`config.mk`:
```
export PLATFORM = sky130hd
export DESIGN_NAME = config_loader
export DESIGN_NICKNAME = d
export VERILOG_FILES = /design/src/rtl/fabric_cfg_pkg.sv /design/src/rtl/cfg_shift_reg.sv /design/src/rtl/config_loader.sv
export SDC_FILE = /design/constraint.sdc
export NUM_CORES = 1
export LEC_CHECK = 0
export BUFFER_PORTS_ARGS = -buffer_cell sky130_fd_sc_hd__buf_2
export CAP_MARGIN = 20
export CELL_PAD_IN_SITES_DETAIL_PLACEMENT = 1
export CELL_PAD_IN_SITES_GLOBAL_PLACEMENT = 1
export CORE_ASPECT_RATIO = 0.7
export CORE_MARGIN = 3
export CORE_UTILIZATION = 44
export DETAILED_ROUTE_END_ITERATION = 10
export MAX_ROUTING_LAYER = met4
export PLACE_DENSITY = 0.79
export SLEW_MARGIN = 10
export SYNTH_ARGS = -nofsm -noshare
export SYNTH_HDL_FRONTEND = slang
export SYNTH_SLANG_ARGS = --single-unit
export TNS_END_PERCENT = 20
```
`constraint.sdc`:
```
create_clock -name clk -period 2.35 [get_ports clk]
set_input_delay 0.3525 -clock clk [delete_from_list [all_inputs] [get_ports clk]]
set_output_delay 0.3525 -clock clk [all_outputs]
set_load 0.05 [all_outputs]
```
`src/rtl/fabric_cfg_pkg.sv`:
```
// rtl/fabric_cfg_pkg.sv - shared fabric configuration types and constants
package fabric_cfg_pkg;

   localparam int CFG_ADDR_W  = 8;
   localparam int CFG_DATA_W  = 32;
   localparam int CFG_FRAME_W = CFG_ADDR_W + CFG_DATA_W;

   // Logic block opcodes, carried in the low bits of the config word
   localparam logic [1:0] OP_AND = 2'd0;
   localparam logic [1:0] OP_OR  = 2'd1;
   localparam logic [1:0] OP_XOR = 2'd2;
   localparam logic [1:0] OP_NOT = 2'd3;

   typedef enum logic [2:0] {
      CFG_IDLE  = 3'd0,
      CFG_ADDR  = 3'd1,
      CFG_DATA  = 3'd2,
      CFG_WRITE = 3'd3,
      CFG_FIN   = 3'd4
   } cfg_state_t;

endpackage

```
`src/rtl/cfg_shift_reg.sv`:
```
// rtl/cfg_shift_reg.sv - 40-bit MSB-first frame shift register with accept count
module cfg_shift_reg
   import fabric_cfg_pkg::*;
(
   input  logic                   clk,
   input  logic                   rst,
   input  logic                   clear_i,
   input  logic                   shift_i,
   input  logic                   bit_i,
   output logic [CFG_FRAME_W-1:0] frame_o,
   output logic [5:0]             count_o
);

   logic [CFG_FRAME_W-1:0] frame_q, frame_d;
   logic [5:0]             count_q, count_d;

   // Clear wins over shift; each accepted bit enters at the LSB and bumps the count
   always_comb begin
      frame_d = frame_q;
      count_d = count_q;
      if (clear_i) begin
         frame_d = '0;
         count_d = '0;
      end else if (shift_i) begin
         frame_d = {frame_q[CFG_FRAME_W-2:0], bit_i};
         count_d = count_q + 6'd1;
      end
   end

   // Frame and count registers
   always_ff @(posedge clk or negedge rst) begin
      if (!rst) begin
         frame_q <= '0;
         count_q <= '0;
      end else begin
         frame_q <= frame_d;
         count_q <= count_d;
      end
   end

   // The frame including this cycle's bit lets the loader capture on the final accept
   assign frame_o = frame_d;
   assign count_o = count_q;

endmodule

```
`src/rtl/config_loader.sv`:
```
// rtl/config_loader.sv - serial bitstream loader that strobes logic block config words
module config_loader
   import fabric_cfg_pkg::*;
#(
   parameter int NUM_BLOCKS = 16,
   parameter int ADDR_W     = CFG_ADDR_W,
   parameter int DATA_W     = CFG_DATA_W
) (
   input  logic                  clk,
   input  logic                  rst,
   input  logic                  load_start,
   input  logic [15:0]           load_frames,
   input  logic                  bs_valid,
   input  logic                  bs_bit,
   output logic                  bs_ready,
   output logic [DATA_W-1:0]     config_data,
   output logic [NUM_BLOCKS-1:0] config_en,
   output logic                  busy,
   output logic                  done,
   output logic                  addr_err
);

   cfg_state_t             state_q, state_d;
   logic [15:0]            frames_q, frames_d;
   logic                   accept;
   logic                   shift_clear;
   logic [CFG_FRAME_W-1:0] frame_next;
   logic [5:0]             bit_cnt;
   logic [ADDR_W-1:0]      frame_addr;
   logic [DATA_W-1:0]      frame_word;
   logic                   addr_ok;
   logic [NUM_BLOCKS-1:0]  en_dec;
   logic [DATA_W-1:0]      config_data_q, config_data_d;
   logic [NUM_BLOCKS-1:0]  config_en_q, config_en_d;
   logic                   addr_err_q, addr_err_d;

   assign bs_ready = (state_q == CFG_ADDR) || (state_q == CFG_DATA);
   assign accept   = bs_valid & bs_ready;

   cfg_shift_reg u_shift (
      .clk     (clk),
      .rst     (rst),
      .clear_i (shift_clear),
      .shift_i (accept),
      .bit_i   (bs_bit),
      .frame_o (frame_next),
      .count_o (bit_cnt)
   );

   assign frame_addr = frame_next[CFG_FRAME_W-1:CFG_DATA_W];
   assign frame_word = frame_next[CFG_DATA_W-1:0];

   // One-hot decode of the incoming frame address; out-of-range addresses decode to nothing
   always_comb begin
      en_dec  = '0;
      addr_ok = int'(frame_addr) < NUM_BLOCKS;
      for (int i = 0; i < NUM_BLOCKS; i++) begin
         en_dec[i] = (int'(frame_addr) == i);
      end
   end

   // Next state plus next values of the registered strobe, word and error flag
   always_comb begin
      state_d       = state_q;
      frames_d      = frames_q;
      shift_clear   = 1'b0;
      config_data_d = config_data_q;
      config_en_d   = '0;
      addr_err_d    = addr_err_q;
      case (state_q)
         CFG_IDLE: begin
            if (load_start) begin
               shift_clear = 1'b1;
               addr_err_d  = 1'b0;
               if (load_frames != 16'd0) begin
                  frames_d = load_frames;
                  state_d  = CFG_ADDR;
               end else begin
                  state_d = CFG_FIN;
               end
            end
         end
         CFG_ADDR: begin
            if (accept && (bit_cnt == 6'd7)) begin
               state_d = CFG_DATA;
            end
         end
         CFG_DATA: begin
            if (accept && (bit_cnt == 6'd39)) begin
               state_d       = CFG_WRITE;
               config_data_d = frame_word;
               config_en_d   = en_dec;
               if (!addr_ok) begin
                  addr_err_d = 1'b1;
               end
            end
         end
         CFG_WRITE: begin
            shift_clear = 1'b1;
            frames_d    = frames_q - 16'd1;
            state_d     = (frames_q == 16'd1) ? CFG_FIN : CFG_ADDR;
         end
         CFG_FIN: begin
            state_d = CFG_IDLE;
         end
         default: begin
            state_d = CFG_IDLE;
         end
      endcase
   end

   // State, frame count and output registers
   always_ff @(posedge clk or negedge rst) begin
      if (!rst) begin
         state_q       <= CFG_IDLE;
         frames_q      <= '0;
         config_data_q <= '0;
         config_en_q   <= '0;
         addr_err_q    <= 1'b0;
      end else begin
         state_q       <= state_d;
         frames_q      <= frames_d;
         config_data_q <= config_data_d;
         config_en_q   <= config_en_d;
         addr_err_q    <= addr_err_d;
      end
   end

   assign config_data = config_data_q;
   assign config_en   = config_en_q;
   assign addr_err    = addr_err_q;
   assign busy        = (state_q != CFG_IDLE);
   assign done        = (state_q == CFG_FIN);

endmodule
```
==> metrics.md, run 1 <==
| Metric | Value |
|---|---|
| Outcome | finished clean |
| Via count | 3,899 |
| DRC | 0 |
| Post-synthesis sequential area ratio | 0.5796 |
| Top area cells in the synthesized netlist | dfrtp_1, mux2i_1, nand2_1 |
| Nets | 585 |
| Post-Syn Area | 0.004922 mm2 |
| Clock period minus worst slack | 2.178 ns |
| Crit share post-route | 0.9268 |
| Setup Skew | 0.006780 ns |
| Placed inst area | 0.005520 mm2 |
| Syn_area_per_cell | 10.23 um2 |
| Worst min path class | input port to flop |
| Worst setup EP type | flop |
| Clock Sinks | 114 |
| Clk buf depth | 2 |
| Setup crit start kind | flop |
| Crit-path slowest cell | or4b_4 |
| Worst R2R Setup Slack | 0.17 ns |
| Worst Hold Depth | 3 |
| Asr flop ratio synth | 1.000 |
| Row cnt | 31 |
| Tot Pwr | 6711 uW |
| Worst IR drop on VDD | 0.5540 mV |
| First-pass GRT wire length | 21,490 um |
| Die area | 0.01251 mm2 |
| Max_slew headroom | 0.5984 |
| Crit-path cells | buf_4, xnor2_2, nor2_1, a221oi_2, or4b_4, nor4_2 |
| Antenna diodes | 0 |
| Clock Latency Late Sink | 0.41 ns |
| Fin. Hold Viols | 0 |
| Antenna violations before repair | 0 |
| Worst path max stage delay | 0.54 ns |
| Register area | 0.002854 mm2 |
| Unique masters post-synth | 51 |
| Top-area cell type share of the netlist area | 0.5796 |
| Root Driver | clkbuf_16 |
| Adder-cell share of the synthesized area | 0.007626 |
| Reg2Reg Depth | 6 |
| YS warnings | 0 |
| Grt ovf | 0 |
| Initial DRC count | 197 |
| Seq cells post-synth | 114 |
| Layout area overhead | 24.81% |
| Final max-slew violation count | 0 |
| Htree depth | 4 |
| TritonCTS clock tree | yes |
| Core box area | 0.01063 mm2 |
| Leak | 0.002933 uW |
| Syn Inst Count | 481 |
| Hold slack | 0.1801 ns |
| Synth Area in Compound Gates | 0.1050 |
| Multi-input gate area | 0.001947 mm2 |
| Initial Util | 0.4632 |
| Worst R2R Start | state_q[0] |
| Ys flop type | dfrtp_1 |
| PortBufs | 72 |
| Fillers | 1,220 |
| Pin count of the biggest net entering global routing | 70 |
| Post-route insts no fill | 721 |
| Vias in the first global route | 4,225 |
| Final setup violating endpoints | 0 |
| Unrepaired setup endpoints after global routing | no |
| HPWL after DPL | 8520 um |
| Syn Nets | 505 |
| Critical setup path kind | flop to flop |
| Worst-Margin Slew | 0.5997 ns |
| CTS Buf Count | 17 |
| Total track usage | 0.2233 |
| Setup TNS Final | 0 ns |
| DR pass1 iterations | 4 |
| Via-per-instance ratio | 5.408 |
| DIE WIDTH | 132.4 um |
| Highest Clock Rate | 459.2 MHz |
| WL final | 12,920 um |
| Hold EP | frames_q[3] |
| Crit path required time | 2.66 ns |
| Crit Path Max Fanout | 10 |
| Layout cell share with drive strength beyond 1 | 0.2269 |
| Post-synth EDFFs | 0 |
| Largest family of logic cells by synthesized area | simple AND/OR/NAND/NOR gates |
| Gpl congestion | 0.8469 |
| Die Ht | 94.49 um |
| P per Cell Area | 1092 mW/mm2 |
| Simple-Gate Fraction of Synth Area | 0.2018 |
| Cell taking the most area after synthesis | dfrtp_1 |
| Mux cell area share after synthesis | 0.06507 |
| RR Endpoint | config_en[11] |
| Antenna Nets Post-Route | 0 |
| Arr. time, crit path | 2.48 ns |
| Min-delay src | load_frames[3] |
| Routed WL per cell | 17.93 um |
| Synth Area in XOR/XNOR | 0.01220 |
| Inst Count DP | 689 |
| Post-CTS setup buffers | 0 |
| Finished Cell Area | 0.006143 mm2 |
| Clk slew on worst S/H paths | 0.06 ns |
| Max-cap check violation count | 0 |
| I/O Pins | 73 |
-- registers in the layout (all words and copies together), names as in the netlist --
name             count
addr_err             1
config_data         32
config_en           16
frames_q            16
state_q              3
u_shift.count_o      6
u_shift.frame_q     40
-- how the worst max path moves through the flow --
stage	from	endpoint	slack [ns]
finish	state_q[0]	config_en[11]	0.17
global route	state_q[0]	config_en[11]	0.002
CTS	u_shift.count_o[0]	config_en[11]	0.14
detailed placement	u_shift.count_o[0]	config_en[11]	0.18
global placement	u_shift.count_o[0]	config_en[10]	0.29
floorplan	state_q[1]	config_en[10]	0.24
-- report_power, final --
part,leakage (uW),total [uW],switching (uW),internal (uW)
combinational,0.00108,1660,1060,594
clock,0.000299,2670,885,1790
sequential,0.00155,2390,225,2160
total,0.00293,6710,2170,4540
-- layer usage --
metal | track usage | part of all wire
met5 | - | 0
met4 | 0.05536 | 0.0072
met3 | 0.05911 | 0.036
met2 | 0.3621 | 0.49
met1 | 0.2840 | 0.47
-- layout make-up --
class | count | area share
sequential | 114 | 0.4646
clock inverter | 11 | 0.02627
timing repair buffer | 87 | 0.08391
clock buffer | 20 | 0.07271
multi-input combinational | 332 | 0.3169
tap | 148 | 0.03014
inverter | 9 | 0.005499
-- repair_timing --
action,CTS,global route
gates resized for setup,0,3
hold buffers,1,0
hold endpoints to repair,29,0
setup endpoints to repair,0,12
-- through the flow --
step	util	setup WS (ns)
final	0.5781	0.1721
after CTS	0.5776	0.1425
after global routing	0.5781	0.001958
after floorplan	-	0.2412
after detailed placement	0.5194	0.1797
after global placement	0.5194	0.2854
-- cells by family (layout without fill, tap and decap cells) --
logic type	count (synthesis)	after routing
muxes	32	32
AOI/OAI and AO/OA	82	82
xor gates and xnor gates	6	6
buffers and inverters	35	127
DFF	114	114
and+or+nand+nor	209	209
adders and majority gates	3	3
-- cell usage in the layout (no fill, tap or decap), types with 4 or more instances in the layout --
cell type and count:
or3_1 5, o211ai_1 10, mux2i_1 32, buf_2 71, dfrtp_1 113, clkinv_2 5
bufinv_16 4, xor2_1 4, nand3_1 17, a21oi_1 13, nor2_1 60, clkbuf_16 17
nor3_1 9, nor4_1 12, inv_1 9, nand2_1 73, o21ai_0 35, buf_4 12
nand4_1 7
-- worst max-delay path: cells and delay by family, from the launching register on --
kind / cells / cell delay [ns]
AO/OA/AOI/OAI: 1 / 0.35
flip-flops: 1 / 0.48
AND/OR/NAND/NOR: 3 / 0.87
XOR/XNOR: 1 / 0.17
buffers and inverters: 1 / 0.20
-- cells in the mapped netlist, types with 4 or more instances --
library cell,number
nor3_1,9
nor4_1,12
mux2i_1,32
nand4_1,7
nand2_1,74
o21ai_0,35
and3_1,4
or3_1,5
xor2_1,4
a21oi_1,14
dfrtp_1,114
o211ai_1,10
inv_1,9
buf_2,8
clkbuf_1,16
nand3_1,17
nor2_1,60
No activity file was read; power rests on OpenSTA's default activity.
==> inputs of run 2 (changes only) <==
--- a/config.mk
+++ b/config.mk
@@ -5,7 +5,7 @@
 export SDC_FILE = /design/constraint.sdc
 export NUM_CORES = 1
 export LEC_CHECK = 0
-export BUFFER_PORTS_ARGS = -buffer_cell sky130_fd_sc_hd__buf_2
+export BUFFER_PORTS_ARGS = -buffer_cell sky130_fd_sc_hd__clkbuf_2
 export CAP_MARGIN = 20
 export CELL_PAD_IN_SITES_DETAIL_PLACEMENT = 1
 export CELL_PAD_IN_SITES_GLOBAL_PLACEMENT = 1
==> run 2 against run 1 <==
Die area unchanged. Count of clock-buffer cells in the layout rose by 1. Combinational power grew 4%. Non-clock buffer count unchanged. Global-route usage is 1.5 points higher. Wire length increased by 5.4%. Clock skew rose by 0.0036 ns. Worst setup slack got worse by 0.045 ns. Final cell count unchanged. Critical path type unchanged. Largest cell class unchanged. Highest routed layer unchanged.
==> metrics.md, run 2 (synthesis gave the netlist of run 1 again) <==
| Metric | Value |
|---|---|
| CTS Buf Count | 17 |
| Crit path max-delay family | simple AND/OR/NAND/NOR gates |
| DIE WIDTH | 132.4 um |
| Initial Util | 0.4632 |
| Crit-path cells | ha_1, and4bb_1, and3_2, nand3_2, or4b_4, nor4_2 |
| Pin count of the biggest net entering global routing | 65 |
| Arr. time, crit path | 2.53 ns |
| Crit Path Max Fanout | 7 |
| Setup crit start kind | flop |
| Die Ht | 94.49 um |
| Antenna violations before repair | 0 |
| Outcome | finished clean |
| Layout cell share with drive strength beyond 1 | 0.2286 |
| Gpl congestion | 0.8782 |
| Most common cell after layout, fill and taps aside | dfrtp_1 |
| Clock period minus worst slack | 2.222 ns |
| Fin. Hold Viols | 0 |
| Highest Clock Rate | 450.0 MHz |
| Register area | 0.002854 mm2 |
| PortBufs | 72 |
| Leak | 0.002882 uW |
| Total track usage | 0.2380 |
| Row cnt | 31 |
| Crit-path slowest cell | or4b_4 |
| Routed WL per cell | 18.90 um |
| Clk slew on worst S/H paths | 0.05 ns |
| Placed inst area | 0.005520 mm2 |
| P per Cell Area | 1097 mW/mm2 |
| I/O Pins | 73 |
| Buffers & Inverters on Critical Path | 0 |
| Max_slew headroom | 0.6199 |
| Antenna Nets Post-Route | 0 |
| Via-per-instance ratio | 5.563 |
| Worst IR drop on VDD | 0.5379 mV |
| Finished Cell Area | 0.006142 mm2 |
| WL final | 13,630 um |
| Worst-Margin Slew | 0.5676 ns |
| DRC | 0 |
| Worst min path class | input port to flop |
| Root Driver | clkbuf_16 |
| Crit share post-route | 0.9457 |
| Fillers | 1,209 |
| TritonCTS clock tree | yes |
| Clk buf depth | 2 |
| Grt ovf | 0 |
| HPWL after DPL | 8916 um |
| Multi-input gate area | 0.001947 mm2 |
| Critical setup path kind | flop to flop |
| Max-cap check violation count | 0 |
| Most frequent cells in the layout | dfrtp_1, nand2_1, clkbuf_2, nor2_1, o21ai_0 |
| Core box area | 0.01063 mm2 |
| Number of flip-flops in the largest register | 40 |
| Final setup violating endpoints | 0 |
| Setup Skew | 0.01042 ns |
| First-pass GRT wire length | 22,740 um |
| Nets | 585 |
| Htree depth | 4 |
| DR pass1 iterations | 4 |
| Worst R2R Setup Slack | 0.13 ns |
| Antenna diodes | 0 |
| Crit path required time | 2.66 ns |
| Initial DRC count | 225 |
| Layout area overhead | 24.78% |
| Worst setup EP type | flop |
| Die area | 0.01251 mm2 |
| Vias in the first global route | 4,349 |
| Clock Latency Late Sink | 0.41 ns |
| Final max-slew violation count | 0 |
| Via count | 4,011 |
| Worst path max stage delay | 0.58 ns |
| Post-CTS setup buffers | 0 |
| Unrepaired setup endpoints after global routing | no |
| Biggest register | u_shift.frame_q |
| Setup TNS Final | 0 ns |
| Clock Sinks | 114 |
==> run 2: per-stage QoR <==
| step | total power, uW | utilization | worst slack [ns] | instances | hold slack (ns) |
|---|---|---|---|---|---|
| floorplan | 3526 | - | 0.2412 | 481 | 0.05691 |
| global placement | 4005 | 0.5194 | 0.1762 | 689 | 0.3389 |
| detailed placement | 4072 | 0.5194 | 0.07683 | 689 | 0.3407 |
| CTS | 6761 | 0.5772 | 0.03494 | 721 | 0.1786 |
| global route | 7081 | 0.5779 | 0.007349 | 721 | 0.1908 |
| finish | 6740 | 0.5779 | 0.1275 | 721 | 0.1879 |
==> run 2: worst paths after layout <==
check | startpoint | end | depth (start not counted)
min in group asynchronous | rst | config_en[0] | 2
max reg2reg | u_shift.count_o[0] | config_en[11] | 6
min reg2reg | config_data[1] | config_data[1] | 2
max | u_shift.count_o[0] | config_en[11] | 6
min | load_frames[14] | frames_q[14] | 3
max in group asynchronous | rst | config_data[10] | 3
==> run 2: layout make-up <==
cell class	count	area share
clock buffer	21	0.07659
clock inverter	10	0.02159
inverter	9	0.005500
multi-input combinational	332	0.3170
sequential	114	0.4647
tap	148	0.03015
timing repair buffer	87	0.08454
==> run 2: timing repair <==
item	4_1_cts	5_1_grt
setup endpoints to repair	2	41
endpoints found under the hold margin	34	0
gates resized for setup	2	3
hold buffers	1	0
==> run 2: power breakdown <==
part           internal [uW]  switching, uW
sequential              2160            209
combinational            611           1120
clock                   1740            908
total                   4510           2230
==> run 2: worst min-delay path, delay by kind of cell <==
family / cells / cell delay, ns
compound gates: 1 / 0.07
buf+inv: 1 / 0.09
simple gates: 1 / 0.05
==> run 2: layer usage <==
layer  track usage  vias up  part of all wire
met5             -        -                 0
li1              -     1850                 -
met2        0.3773      110              0.47
met1        0.3079     2033              0.47
met3       0.05431       18             0.045
met4       0.07699        0             0.015
==> inputs of run 3 (changes only) <==
--- a/config.mk
+++ b/config.mk
@@ -14,7 +14,7 @@
 export CORE_UTILIZATION = 44
 export DETAILED_ROUTE_END_ITERATION = 10
 export MAX_ROUTING_LAYER = met4
-export PLACE_DENSITY = 0.79
+export PLACE_DENSITY = 0.89
 export SLEW_MARGIN = 10
 export SYNTH_ARGS = -nofsm -noshare
 export SYNTH_HDL_FRONTEND = slang
==> run 3 against run 2 <==
Core utilization is 0.54 points higher. Highest routed layer unchanged. Largest power group unchanged. Via count is 2.5% higher. Wire length is 7.7% higher.
==> metrics.md, run 3 (synthesis gave the netlist of run 1 again) <==
| Metric | Value |
|---|---|
| Arr. time, crit path | 2.56 ns |
| Crit-path slowest cell | dfrtp_1 |
| Layout cell share with drive strength beyond 1 | 0.2232 |
| Worst R2R Start | state_q[1] |
| Clock Latency Late Sink | 0.41 ns |
| Hold slack | 0.01027 ns |
| Antenna diodes | 0 |
| Fin. Hold Viols | 0 |
| Clock period minus worst slack | 2.252 ns |
| Clk buf depth | 2 |
| Root Driver | clkbuf_16 |
| DIE WIDTH | 132.4 um |
| CTS Buf Count | 17 |
| Worst setup EP type | flop |
| Die Ht | 94.49 um |
| HPWL after DPL | 9199 um |
| Worst path max stage delay | 0.58 ns |
| TritonCTS clock tree | yes |
| Clock Sinks | 114 |
| Total track usage | 0.2527 |
| Clk slew on worst S/H paths | 0.05 ns |
| Final max-slew violation count | 0 |
| Max_slew headroom | 0.4990 |
| Routed WL per cell | 20.47 um |
| Worst R2R Setup Slack | 0.1 ns |
| Fillers | 1,189 |
| Post-CTS setup buffers | 0 |
| P per Cell Area | 1137 mW/mm2 |
| Antenna violations before repair | 0 |
| Initial Util | 0.4632 |
| Worst-Margin Slew | 0.7515 ns |
| Die area | 0.01251 mm2 |
| Setup crit start kind | flop |
| Switching Share | 0.3234 |
| Core box area | 0.01063 mm2 |
| Layout area overhead | 25.95% |
| Via count | 4,111 |
| Antenna Nets Post-Route | 0 |
| Critical setup path kind | flop to flop |
| WL final | 14,670 um |
| First-pass GRT wire length | 23,910 um |
| Crit path required time | 2.66 ns |
| Reg power frac | 0.344 |
| Reg2Reg Depth | 5 |
| RR Endpoint | config_en[11] |
| Int Power | 4771 uW |
| Register area | 0.002854 mm2 |
| Setup Skew | 0.008721 ns |
| Outcome | finished clean |
| Placed inst area | 0.005523 mm2 |
| Crit-path cells | xor2_2, nand3_2, a221oi_2, or4b_4, nor4_2 |
| Tot Pwr | 7052 uW |
| Crit Path Max Fanout | 8 |
| Clk pwr share | 0.413 |
| PortBufs | 72 |
| Via-per-instance ratio | 5.734 |
| Leak | 0.002900 uW |
| Multi-input gate area | 0.001962 mm2 |
| Pin count of the biggest net entering global routing | 65 |
| Gpl congestion | 0.8846 |
| Vias in the first global route | 4,509 |
| Final setup violating endpoints | 0 |
| Most frequent cells in the layout | dfrtp_1, nand2_1, clkbuf_2, nor2_1, o21ai_0 |
| I/O Pins | 73 |
| Grt ovf | 0 |
| Psw | 2281 uW |
| Nets | 581 |
| Htree depth | 4 |
| Number of flip-flops in the largest register | 40 |
| DR pass1 iterations | 5 |
| Biggest register | u_shift.frame_q |
| Max-cap check violation count | 0 |
| DRC | 0 |
| Finished Cell Area | 0.006200 mm2 |
| Worst min path class | input port to async pin |
| Row cnt | 31 |
| Highest Clock Rate | 444.1 MHz |
| Initial DRC count | 336 |
| Crit share post-route | 0.9582 |
| Combinational Power Share | 0.244 |
| Most common cell after layout, fill and taps aside | dfrtp_1 |
| Worst IR drop on VDD | 0.5826 mV |
[run 3: routing by layer]
layer	vias up	part of all wire	GRT usage
met2	131	0.52	0.4206
met5	-	0	-
met4	0	0.021	0.09862
li1	1845	-	-
met1	2107	0.42	0.2992
met3	28	0.045	0.06550
[run 3: power by group through the flow]
stage | clock network, uW | logic (uW) | registers [uW]
floorplan | 0 | 1210 | 2320
global placement | 0 | 1560 | 2390
detailed placement | 0 | 1650 | 2430
CTS | 2940 | 1700 | 2410
global route | 3030 | 1850 | 2450
finish | 2910 | 1720 | 2420
[run 3: through the flow]
step | utilization | setup slack, ns | instances | TNS [ns]
floorplan | - | 0.2412 | 481 | 0
global placement | 0.5197 | 0.2533 | 686 | 0
detailed placement | 0.5197 | 0.01731 | 686 | 0
CTS | 0.5816 | 0.01635 | 717 | 0
global route | 0.5834 | -0.001808 | 717 | -0.001808
finish | 0.5834 | 0.09818 | 717 | 0
[run 3: timing repair]
item | CTS | global route
pin swaps | 0 | 0
hold buffers | 0 | 0
gates resized for setup | 1 | 4
endpoints found under the setup margin | 3 | 15
[run 3: critical path, delay by kind of cell (launching register included)]
kind | cells | cell delay, ns
simple gates | 3 | 0.92
flops | 1 | 0.58
compound gates | 1 | 0.39
xor+xnor | 1 | 0.26
[run 3: worst max path at each step]
stage / startpoint / to / slack, ns / depth (start not counted)
global route: state_q[2] / config_en[8] / -0.002 / 6
CTS: state_q[1] / config_en[10] / 0.02 / 5
global placement: state_q[0] / config_en[10] / 0.25 / 5
finish: state_q[1] / config_en[11] / 0.1 / 5
detailed placement: state_q[0] / config_en[10] / 0.02 / 5
floorplan: state_q[1] / config_en[10] / 0.24 / 6
[run 3: final cells by class]
| cell class | instances | area share |
|---|---|---|
| clock buffer | 21 | 0.07265 |
| multi-input combinational | 332 | 0.3164 |
| sequential | 114 | 0.4603 |
| timing repair buffer | 83 | 0.08194 |
| tap | 148 | 0.02987 |
| clock inverter | 10 | 0.03330 |
| inverter | 9 | 0.005449 |
